`src/rtl/alu_exec_seq.sv`:
```
// LEGv8 execute unit: decodes ALU_OP/OPCODE, computes result and NZCV behind a
// valid/ready handshake; MUL runs as a one-bit-per-cycle shift-add sequence.
module alu_exec_seq #(
  parameter  int unsigned WIDTH = 64,
  localparam int unsigned SHW   = $clog2(WIDTH)
) (
  input  logic             CLK,
  input  logic             RST_N,
  input  logic             IN_VALID,
  output logic             IN_READY,
  input  logic [10:0]      OPCODE,
  input  logic [1:0]       ALU_OP,
  input  logic [WIDTH-1:0] A,
  input  logic [WIDTH-1:0] B,
  input  logic [SHW-1:0]   SHAMT,
  output logic [3:0]       CTRL,
  output logic [WIDTH-1:0] RESULT,
  output logic [3:0]       FLAGS,
  output logic             ILLEGAL,
  output logic             BUSY,
  output logic             OUT_VALID,
  input  logic             OUT_READY
);

  localparam logic [3:0] CTRL_AND  = 4'b0000;
  localparam logic [3:0] CTRL_ORR  = 4'b0001;
  localparam logic [3:0] CTRL_ADD  = 4'b0010;
  localparam logic [3:0] CTRL_LSL  = 4'b0011;
  localparam logic [3:0] CTRL_LSR  = 4'b0100;
  localparam logic [3:0] CTRL_SUB  = 4'b0110;
  localparam logic [3:0] CTRL_PASS = 4'b0111;
  localparam logic [3:0] CTRL_MUL  = 4'b1000;
  localparam logic [3:0] CTRL_ILL  = 4'b1111;

  localparam logic [10:0] OPC_ADD = 11'b10001011000;
  localparam logic [10:0] OPC_SUB = 11'b11001011000;
  localparam logic [10:0] OPC_AND = 11'b10001010000;
  localparam logic [10:0] OPC_ORR = 11'b10101010000;
  localparam logic [10:0] OPC_LSL = 11'b11010011011;
  localparam logic [10:0] OPC_LSR = 11'b11010011010;
  localparam logic [10:0] OPC_MUL = 11'b10011011000;

  typedef enum logic [1:0] {
    S_IDLE = 2'b00,
    S_MUL  = 2'b01,
    S_DONE = 2'b10
  } state_e;

  state_e           state_q, state_d;
  logic [3:0]       ctrl_q, ctrl_d;
  logic [WIDTH-1:0] result_q, result_d;
  logic [3:0]       flags_q, flags_d;
  logic             illegal_q, illegal_d;
  logic             busy_q, busy_d;
  logic             out_valid_q, out_valid_d;
  logic [WIDTH-1:0] acc_q, acc_d;
  logic [WIDTH-1:0] mcand_q, mcand_d;
  logic [WIDTH-1:0] mplier_q, mplier_d;
  logic [SHW-1:0]   cnt_q, cnt_d;

  logic [3:0]       dec_ctrl_c;
  logic [WIDTH-1:0] alu_res_c;
  logic [3:0]       alu_flags_c;
  logic [WIDTH:0]   sum_ext_c;
  logic [WIDTH:0]   dif_ext_c;
  logic [WIDTH-1:0] acc_nxt_c;
  logic             in_ready_c;
  logic             accept_c;

  // ALU control decode
  always_comb begin
    dec_ctrl_c = CTRL_ILL;
    unique case (ALU_OP)
      2'b00: dec_ctrl_c = CTRL_ADD;
      2'b01: dec_ctrl_c = CTRL_PASS;
      2'b10: begin
        case (OPCODE)
          OPC_ADD: dec_ctrl_c = CTRL_ADD;
          OPC_SUB: dec_ctrl_c = CTRL_SUB;
          OPC_AND: dec_ctrl_c = CTRL_AND;
          OPC_ORR: dec_ctrl_c = CTRL_ORR;
          OPC_LSL: dec_ctrl_c = CTRL_LSL;
          OPC_LSR: dec_ctrl_c = CTRL_LSR;
          OPC_MUL: dec_ctrl_c = CTRL_MUL;
          default: dec_ctrl_c = CTRL_ILL;
        endcase
      end
      default: dec_ctrl_c = CTRL_ILL;
    endcase
  end

  assign sum_ext_c = {1'b0, A} + {1'b0, B};
  // Carry out of A + ~B + 1 is the unsigned A >= B indicator
  assign dif_ext_c = {1'b0, A} + {1'b0, ~B} + (WIDTH+1)'(1);

  // Single-cycle datapath; N and Z derived from the result, C/V per op
  always_comb begin
    logic c_c;
    logic v_c;
    alu_res_c = '0;
    c_c       = 1'b0;
    v_c       = 1'b0;
    case (dec_ctrl_c)
      CTRL_ADD: begin
        alu_res_c = sum_ext_c[WIDTH-1:0];
        c_c       = sum_ext_c[WIDTH];
        v_c       = (A[WIDTH-1] == B[WIDTH-1]) && (alu_res_c[WIDTH-1] != A[WIDTH-1]);
      end
      CTRL_SUB: begin
        alu_res_c = dif_ext_c[WIDTH-1:0];
        c_c       = dif_ext_c[WIDTH];
        v_c       = (A[WIDTH-1] != B[WIDTH-1]) && (alu_res_c[WIDTH-1] != A[WIDTH-1]);
      end
      CTRL_AND:  alu_res_c = A & B;
      CTRL_ORR:  alu_res_c = A | B;
      CTRL_PASS: alu_res_c = B;
      CTRL_LSL:  alu_res_c = A << SHAMT;
      CTRL_LSR:  alu_res_c = A >> SHAMT;
      default:   alu_res_c = '0;
    endcase
    if (dec_ctrl_c == CTRL_ILL) begin
      alu_flags_c = 4'b0100;
    end else begin
      alu_flags_c = {alu_res_c[WIDTH-1], (alu_res_c == '0), c_c, v_c};
    end
  end

  assign acc_nxt_c  = acc_q + (mplier_q[0] ? mcand_q : '0);
  assign in_ready_c = (state_q == S_IDLE) || ((state_q == S_DONE) && OUT_READY);
  assign accept_c   = IN_VALID && in_ready_c;

  // Next-state and registered-output logic
  always_comb begin
    state_d     = state_q;
    ctrl_d      = ctrl_q;
    result_d    = result_q;
    flags_d     = flags_q;
    illegal_d   = illegal_q;
    busy_d      = busy_q;
    out_valid_d = out_valid_q;
    acc_d       = acc_q;
    mcand_d     = mcand_q;
    mplier_d    = mplier_q;
    cnt_d       = cnt_q;

    case (state_q)
      S_IDLE, S_DONE: begin
        if ((state_q == S_DONE) && OUT_READY) begin
          state_d     = S_IDLE;
          out_valid_d = 1'b0;
        end
        if (accept_c) begin
          ctrl_d = dec_ctrl_c;
          if (dec_ctrl_c == CTRL_MUL) begin
            state_d     = S_MUL;
            busy_d      = 1'b1;
            out_valid_d = 1'b0;
            acc_d       = '0;
            mcand_d     = A;
            mplier_d    = B;
            cnt_d       = '0;
          end else begin
            state_d     = S_DONE;
            result_d    = alu_res_c;
            flags_d     = alu_flags_c;
            illegal_d   = (dec_ctrl_c == CTRL_ILL);
            out_valid_d = 1'b1;
          end
        end
      end
      S_MUL: begin
        acc_d    = acc_nxt_c;
        mcand_d  = mcand_q << 1;
        mplier_d = mplier_q >> 1;
        cnt_d    = cnt_q + SHW'(1);
        if (cnt_q == SHW'(WIDTH-1)) begin
          state_d     = S_DONE;
          busy_d      = 1'b0;
          out_valid_d = 1'b1;
          result_d    = acc_nxt_c;
          flags_d     = {acc_nxt_c[WIDTH-1], (acc_nxt_c == '0), 2'b00};
          illegal_d   = 1'b0;
        end
      end
      default: begin
        state_d     = S_IDLE;
        busy_d      = 1'b0;
        out_valid_d = 1'b0;
      end
    endcase
  end

  always_ff @(posedge CLK or negedge RST_N) begin
    if (!RST_N) begin
      state_q     <= S_IDLE;
      ctrl_q      <= '0;
      result_q    <= '0;
      flags_q     <= '0;
      illegal_q   <= 1'b0;
      busy_q      <= 1'b0;
      out_valid_q <= 1'b0;
      acc_q       <= '0;
      mcand_q     <= '0;
      mplier_q    <= '0;
      cnt_q       <= '0;
    end else begin
      state_q     <= state_d;
      ctrl_q      <= ctrl_d;
      result_q    <= result_d;
      flags_q     <= flags_d;
      illegal_q   <= illegal_d;
      busy_q      <= busy_d;
      out_valid_q <= out_valid_d;
      acc_q       <= acc_d;
      mcand_q     <= mcand_d;
      mplier_q    <= mplier_d;
      cnt_q       <= cnt_d;
    end
  end

  assign IN_READY  = in_ready_c;
  assign CTRL      = ctrl_q;
  assign RESULT    = result_q;
  assign FLAGS     = flags_q;
  assign ILLEGAL   = illegal_q;
  assign BUSY      = busy_q;
  assign OUT_VALID = out_valid_q;

endmodule

```
`config.mk`:
```
export PLATFORM = sky130hd
export DESIGN_NAME = alu_exec_seq
export DESIGN_NICKNAME = d
export VERILOG_FILES = /design/src/rtl/alu_exec_seq.sv
export SDC_FILE = /design/constraint.sdc
export NUM_CORES = 2
export LEC_CHECK = 0
export BUFFER_PORTS_ARGS = -buffer_cell sky130_fd_sc_hd__buf_2
export CAP_MARGIN = 15
export CORE_MARGIN = 4
export CORE_UTILIZATION = 45
export CTS_CLUSTER_SIZE = 40
export DETAILED_ROUTE_END_ITERATION = 10
export PLACE_DENSITY = 0.66
export SLEW_MARGIN = 0
export SYNTH_ARGS = -nofsm -noshare
export SYNTH_HDL_FRONTEND = slang
export SYNTH_SLANG_ARGS = --single-unit
```
`constraint.sdc`:
```
create_clock -name CLK -period 8.2 [get_ports CLK]
set_input_delay 0.82 -clock CLK [delete_from_list [all_inputs] [get_ports CLK]]
set_output_delay 0.82 -clock CLK [all_outputs]
set_load 0.005 [all_outputs]
```
* Yosys cells after proc, flatten, opt, wreduce, memory -nomap -nowiden *
Index checks and enable logic that the tools add are counted.

word-level totals
  bits in registers = 275
  bits of input ports = 151
  output and inout bits = 76
  logic and storage cells = 111

cells by class
  add/subtract/negate cells = 5
  eq/ne operators = 29
  shift-type cells = 2
  mux-type cells = 44
  bitwise operators = 3
  reductions and logical operators = 17

operators with widths
  cell                                            count
  two-way mux 64 bit                              10
  one-hot mux 64 bit (2 select lines)             4
  one-hot mux 64 bit (7 select lines)             1
  adder 64 x 64 -> 65 bit                         2
  zero test 64 bit                                2
  == test 11 bit (second input constant)          7
  adder 65 x 1 -> 65 bit (second input constant)  1
  adder 64 bit                                    1
  AND 64 bit                                      1
  inverter 64 bit                                 1
  bitwise OR 64 bit                               1
  left shift 64 x 6 -> 64 bit                     1
  >> shifter 64 x 6 -> 64 bit                     1
  one-hot mux 4 bit (7 select lines)              1
  two-way mux 4 bit                               4
  == test 4 x 3 -> 1 bit (second input constant)  3
  two-way mux 6 bit                               2
  one-hot mux 4 bit (3 select lines)              1
  one-hot mux 6 bit (2 select lines)              1
  one-hot mux 1 bit (2 select lines)              5
  two-way mux 1 bit                               9
  == test 4 x 2 -> 1 bit (second input constant)  2
  == test 4 bit (second input constant)           2
  two-way mux 2 bit                               4
  other kinds (20)                                33

* Longest topological paths before layout *
  depth in word-level cells = 10
  gate-level depth with buffers = 22
  gate-level depth less buffers = 16

* Worst setup path before layout *
No wires, ideal clock.

  path kind = input to register
  from = in A[6]
  to = reg flags_q[2] (netlist: FLAGS[2])
  library setup time = 104 ps
  data arrival time = 4989 ps
  data required time = 8096 ps
  path slack = 3107 ps
  stages on the path = 18
  buffers on the path = 3
  cell sequence = clkbuf_1 inv_1 ha_1 clkbuf_1 nor2b_1 clkbuf_1 o21ai_0 a211oi_1 a211oi_1 a211oi_1 o21ai_1 o41ai_1 nor2_1 a211oi_1 o21ai_0 or4_1 or4_1 o311ai_1

between the ends
  cells in the longest elaborated chain, start to end = 8
  elaborated cells on any way between the ends = 13
  classes of those cells = add/sub: 3; shift: 2; mux: 5; bitwise: 2; reduce/logical: 1

ends and longest elaborated chain
  element                                  RTL line  source
  from (decl)                              13        input logic [WIDTH-1:0] A,
  adder 64 x 64 -> 65 bit                  94        assign dif_ext_c = {1'b0, A} + {1'b0, ~B} + (WIDTH+1)'(1);
  adder 65 x 1 -> 65 bit                   94
  one-hot mux 64 bit (7 select lines) (*)  103       case (dec_ctrl_c)
  zero test 64 bit (*)                     124       alu_flags_c = {alu_res_c[WIDTH-1], (alu_res_c == '0), c_c, v_c};
  two-way mux 4 bit (*)                    121       if (dec_ctrl_c == CTRL_ILL) begin
  two-way mux 4 bit (*)                    154       if (dec_ctrl_c == CTRL_MUL) begin
  two-way mux 4 bit (*)                    152       if (accept_c) begin
  one-hot mux 4 bit (2 select lines) (*)   146       case (state_q)
  to (signal assigned)                     210       flags_q <= flags_d;
  to (decl)                                52        logic [3:0] flags_q, flags_d;

Every way passes the cells marked *; elsewhere a longest branch is shown, timed or not. The select of a mux whose other input is x is not followed.
A chain may end at the register's enable or synchronous reset.

* Final worst setup path *
  from = in SHAMT[3]
  to = reg flags_q[2] (netlist: FLAGS[2])

between the ends
  cells in the longest elaborated chain, start to end = 7
  elaborated cells on any way between the ends = 8
  classes of those cells = shift: 2; mux: 5; reduce/logical: 1

ends and longest elaborated chain
  element                                                                     RTL line  source
  from (decl)                                                                 15        input logic [SHW-1:0] SHAMT,
  >> shifter 64 x 6 -> 64 bit or left shift 64 x 6 -> 64 bit (tied branches)  118, 117
  one-hot mux 64 bit (7 select lines) (*)                                     103
  zero test 64 bit (*)                                                        124
  two-way mux 4 bit (*)                                                       121
  two-way mux 4 bit (*)                                                       154
  two-way mux 4 bit (*)                                                       152
  one-hot mux 4 bit (2 select lines) (*)                                      146

Marked as above.

==> flow_summary_export.csv <==
group,metric,value,unit
timing,finalMaxSlewViolations,0,
synthesis,synth_nets,5509,
routing,routed-via-count,43248,
clocking,clk_pin_slew,0.06,ns
worst_setup_path,crit_fanout,93,
synthesis,synth_top_family_by_area,"compound AO/OA/AOI/OAI gates",
synthesis,synth_xor_area_share,2.484,%
global_routing,number_of_global_route_vias_before_repair,40286,
timing,rsz0062_at_grt,"no",
routing,met1_length,80.13,mm
floorplanning,dieArea,0.08855,sq mm
floorplanning,rows,105,
routing,drtPass1Iterations,10,
timing,worst_clk_skew,0.04023,ns
synthesis,synth_ff_type,"sky130_fd_sc_hd__dfrtp_1",
placement,gp_congestion,1.110,
global_routing,grt_use_total,44.64,%
synthesis,ys_warn_count,0,
placement,hpwlAfterDp,159.3,mm
routing,detailroute.wirelength.met2,83.44,mm
timing,final_number_of_setup_violating_endpoints,0,
routing,met3_wirelength,29.00,mm
clocking,cts_repair_resize_count,0,
worst_setup_path,critical_path.startpoint_type,"input port",
synthesis,synth_cell_types,94,
timing,tightest_slew,1.267,ns
cells_and_area,design_area,0.04066,sq mm
worst_setup_path,timing_worst_setup_path_type,"in2reg",
floorplanning,die_w,297.6,um
synthesis,synthSimpleGateAreaFrac,22.58,%
timing,final_layout_setup_total_negative_slack,0,ns
routing,drc,0,
clocking,clkSinkCount,274,
synthesis,synthesized_instance_count,5069,
worst_setup_path,critPathRequiredTime,8.68,ns
placement,placement.cell_area,0.03950,sq mm
synthesis,synth-edff-count,0,
timing,fin_crit,6.604,ns
run,drv.max_cap_violation_count,0,
synthesis,synth_compound_gate_area_share,27.25,%
global_routing,grt_first_pass_wirelength,292.9,mm
cells_and_area,nNetsFinal,5464,
synthesis,synth.avg_cell_area,7.444,sq um
cells_and_area,area.growth.synth_to_final,7.759,%
clocking,h-tree-depth,2,
routing,routed_wl,206.8,mm
clocking,ctsLongestPathBuffers,3,
synthesis,synthArstFlopShare,100.0,%
global_routing,grt_remaining_overflow,0,
floorplanning,design.portCount,227,
clocking,worst_skew_pair.late_latency,0.62,ns
clocking,postCtsHoldBufs,0,
routing,dr.first_iter.drc_count,6749,
timing,max_freq,151.4,MHz
synthesis,synth.yosys.seq_area_share,18.17,%
timing,timing.final.hold_violations,0,
pwr,p_leak,17.10,nW
floorplanning,initial_core_util,45.66,%
global_routing,pin_count_of_the_biggest_net_entering_global_routing,185,
synthesis,postSynthRegisterBits,274,
outcome,run_status,"complete, no violations",
worst_setup_path,worst_setup_path_end_kind,"flop",
floorplanning,height_of_the_die,297.6,um
cells_and_area,post_route_cells_drive_above_1_share,13.22,%
clocking,root_buffer,"sky130_fd_sc_hd__clkbuf_16",
routing,detail_route.wl_per_cell,33.79,um
worst_hold_path,hold_path_class,"in2async",
routing,topRoutingLayerUsed,"met5",
synthesis,post_synth_fa_ha_maj_area_fraction,9.642,%
routing,detail-route-antenna-nets,0,
synthesis,synthMuxAreaShare,13.26,%
timing,worst_slew_margin_rel,14.63,%
timing,final.period_utilization,80.54,%
clocking,cts_setup_buffers,0,
worst_setup_path,arrival,7.09,ns
floorplanning,floorplan.core_area,0.08264,sq mm
placement,count_of_port_buffers_added_during_placement,226,
pwr,power_per_cell_area,128.0,mW/mm^2
pwr,power.ir.vdd_worst,0.1466,mV
clocking,cts_inserted_buffers,35,
global_routing,antenna_found_initial,15,
synthesis,syn_area,0.03773,sq mm
clocking,cts_tree,"built",
routing,drt-vias-per-instance,7.068,
## synthesized netlist by cell type, types with 74 or more instances
cell type | count | area [sq um]
sky130_fd_sc_hd__nand2_1 | 739 | 2774
sky130_fd_sc_hd__a31oi_1 | 170 | 1064
sky130_fd_sc_hd__a211oi_1 | 74 | 555.5
sky130_fd_sc_hd__o21ai_0 | 311 | 1556
sky130_fd_sc_hd__clkbuf_1 | 306 | 1149
sky130_fd_sc_hd__nor2_1 | 499 | 1873
sky130_fd_sc_hd__nand3_1 | 124 | 620.6
sky130_fd_sc_hd__ha_1 | 286 | 3578
sky130_fd_sc_hd__xnor2_1 | 84 | 735.7
sky130_fd_sc_hd__a21oi_1 | 358 | 1792
sky130_fd_sc_hd__mux2i_1 | 134 | 1341
sky130_fd_sc_hd__inv_1 | 210 | 788.3
sky130_fd_sc_hd__nor3_1 | 86 | 430.4
sky130_fd_sc_hd__mux4_2 | 115 | 2590
sky130_fd_sc_hd__and2_1 | 96 | 600.6
sky130_fd_sc_hd__dfrtp_1 | 274 | 6857
sky130_fd_sc_hd__mux2_2 | 79 | 889.6
## path summary, 6_finish.rpt
check                                              from                       end  slack, ns  depth (start not counted)
max in group asynchronous                         RST_N      cnt_q[3]$_DFFE_PN0P_       6.59                          2
min in group CLK                 RESULT[32]$_DFFE_PN0P_    RESULT[32]$_DFFE_PN0P_       0.47                          2
worst max register to register  mplier_q[0]$_DFFE_PN0P_      FLAGS[2]$_DFFE_PN0P_       2.06                         16
worst min-delay path                              RST_N  mplier_q[39]$_DFFE_PN0P_       0.24                          1
worst max-delay path                           SHAMT[3]      FLAGS[2]$_DFFE_PN0P_       1.60                         16
worst min register to register   RESULT[32]$_DFFE_PN0P_    RESULT[32]$_DFFE_PN0P_       0.47                          2
## layer usage
layer | GRT usage, % | vias up
li1 | - | 18539
met1 | 59.02 | 20962
met2 | 63.78 | 3032
met3 | 16.08 | 705
met4 | 23.10 | 10
met5 | 0 | -
## placed cells by master, fill, tap and decap left out, types with 115 or more instances in the layout
| cell | n |
|---|---|
| sky130_fd_sc_hd__ha_1 | 286 |
| sky130_fd_sc_hd__o21ai_0 | 310 |
| sky130_fd_sc_hd__nand2_1 | 739 |
| sky130_fd_sc_hd__a31oi_1 | 170 |
| sky130_fd_sc_hd__nand3_1 | 122 |
| sky130_fd_sc_hd__nor2_1 | 496 |
| sky130_fd_sc_hd__a21oi_1 | 358 |
| sky130_fd_sc_hd__dfrtp_1 | 274 |
| sky130_fd_sc_hd__mux2i_1 | 134 |
| sky130_fd_sc_hd__buf_2 | 221 |
| sky130_fd_sc_hd__inv_1 | 207 |
| sky130_fd_sc_hd__mux4_2 | 115 |
## worst max-delay path, cell delays in order
cell and delay, ns:
sky130_fd_sc_hd__buf_6 0.72, sky130_fd_sc_hd__buf_12 0.33, sky130_fd_sc_hd__inv_2 0.17, sky130_fd_sc_hd__buf_4 0.33, sky130_fd_sc_hd__nor2_1 0.37, sky130_fd_sc_hd__a222oi_1 0.27, sky130_fd_sc_hd__nand2_1 0.18, sky130_fd_sc_hd__o211ai_1 0.25
sky130_fd_sc_hd__a211oi_1 0.89, sky130_fd_sc_hd__a21bo_2 0.30, sky130_fd_sc_hd__a2111oi_0 0.45, sky130_fd_sc_hd__a21oi_1 0.23, sky130_fd_sc_hd__nor4_1 0.58, sky130_fd_sc_hd__nand4_1 0.20, sky130_fd_sc_hd__or4_1 0.57, sky130_fd_sc_hd__o311ai_1 0.31
## sequential cells by signal, summed over array words and instances, names as in the netlist
name and count:
BUSY 1, CTRL 4, FLAGS 4, ILLEGAL 1, RESULT 64, acc_q 64, cnt_q 6, mcand_q 64
mplier_q 64, state_q 2
## logic make-up (layout without fill, tap and decap cells)
group / Yosys count / count (layout)
XOR/XNOR: 107 / 107
AND/OR/NAND/NOR: 1872 / 1872
multiplexers: 335 / 335
flip-flops: 274 / 274
AO/OA/AOI/OAI: 1562 / 1562
adder cells (fa/ha/maj): 289 / 289
buffers and inverters: 630 / 606
other: 0 / 4
## power by group
group / internal [mW] / total (mW) / leakage (nW) / switching [mW]
Sequential: 1.41 / 1.45 / 2.89 / 0.0396
Clock: 0.911 / 1.60 / 0.559 / 0.688
Combinational: 0.671 / 2.16 / 13.7 / 1.49
Total: 2.99 / 5.21 / 17.1 / 2.22
## stage by stage
step / hold slack [ns] / total power [mW] / worst slack, ns / utilization [%] / std cells
2_1_floorplan: 0.4509 / 2.620 / 3.107 / - / 5069
3_3_place_gp: 0.4487 / 3.513 / 1.461 / 47.80 / 6056
3_5_place_dp: 0.4598 / 3.496 / 1.396 / 47.80 / 6056
4_1_cts: 0.2364 / 5.107 / 1.972 / 49.19 / 6114
5_1_grt: 0.2958 / 5.350 / 1.688 / 49.20 / 6115
6_report: 0.2395 / 5.206 / 1.596 / 49.21 / 6119
## final cells by class
cell class | instances | area [sq um]
Antenna cell | 4 | 10.01
Clock buffer | 47 | 980.9
Clock inverter | 11 | 162.7
Fill cell | 8346 | 41970
Inverter | 213 | 799.5
Multi-Input combinational cell | 4165 | 28460
Sequential cell | 274 | 6857
Tap cell | 1070 | 1339
Timing Repair Buffer | 335 | 2054
Note: power is estimated with default switching activity, not from simulation.
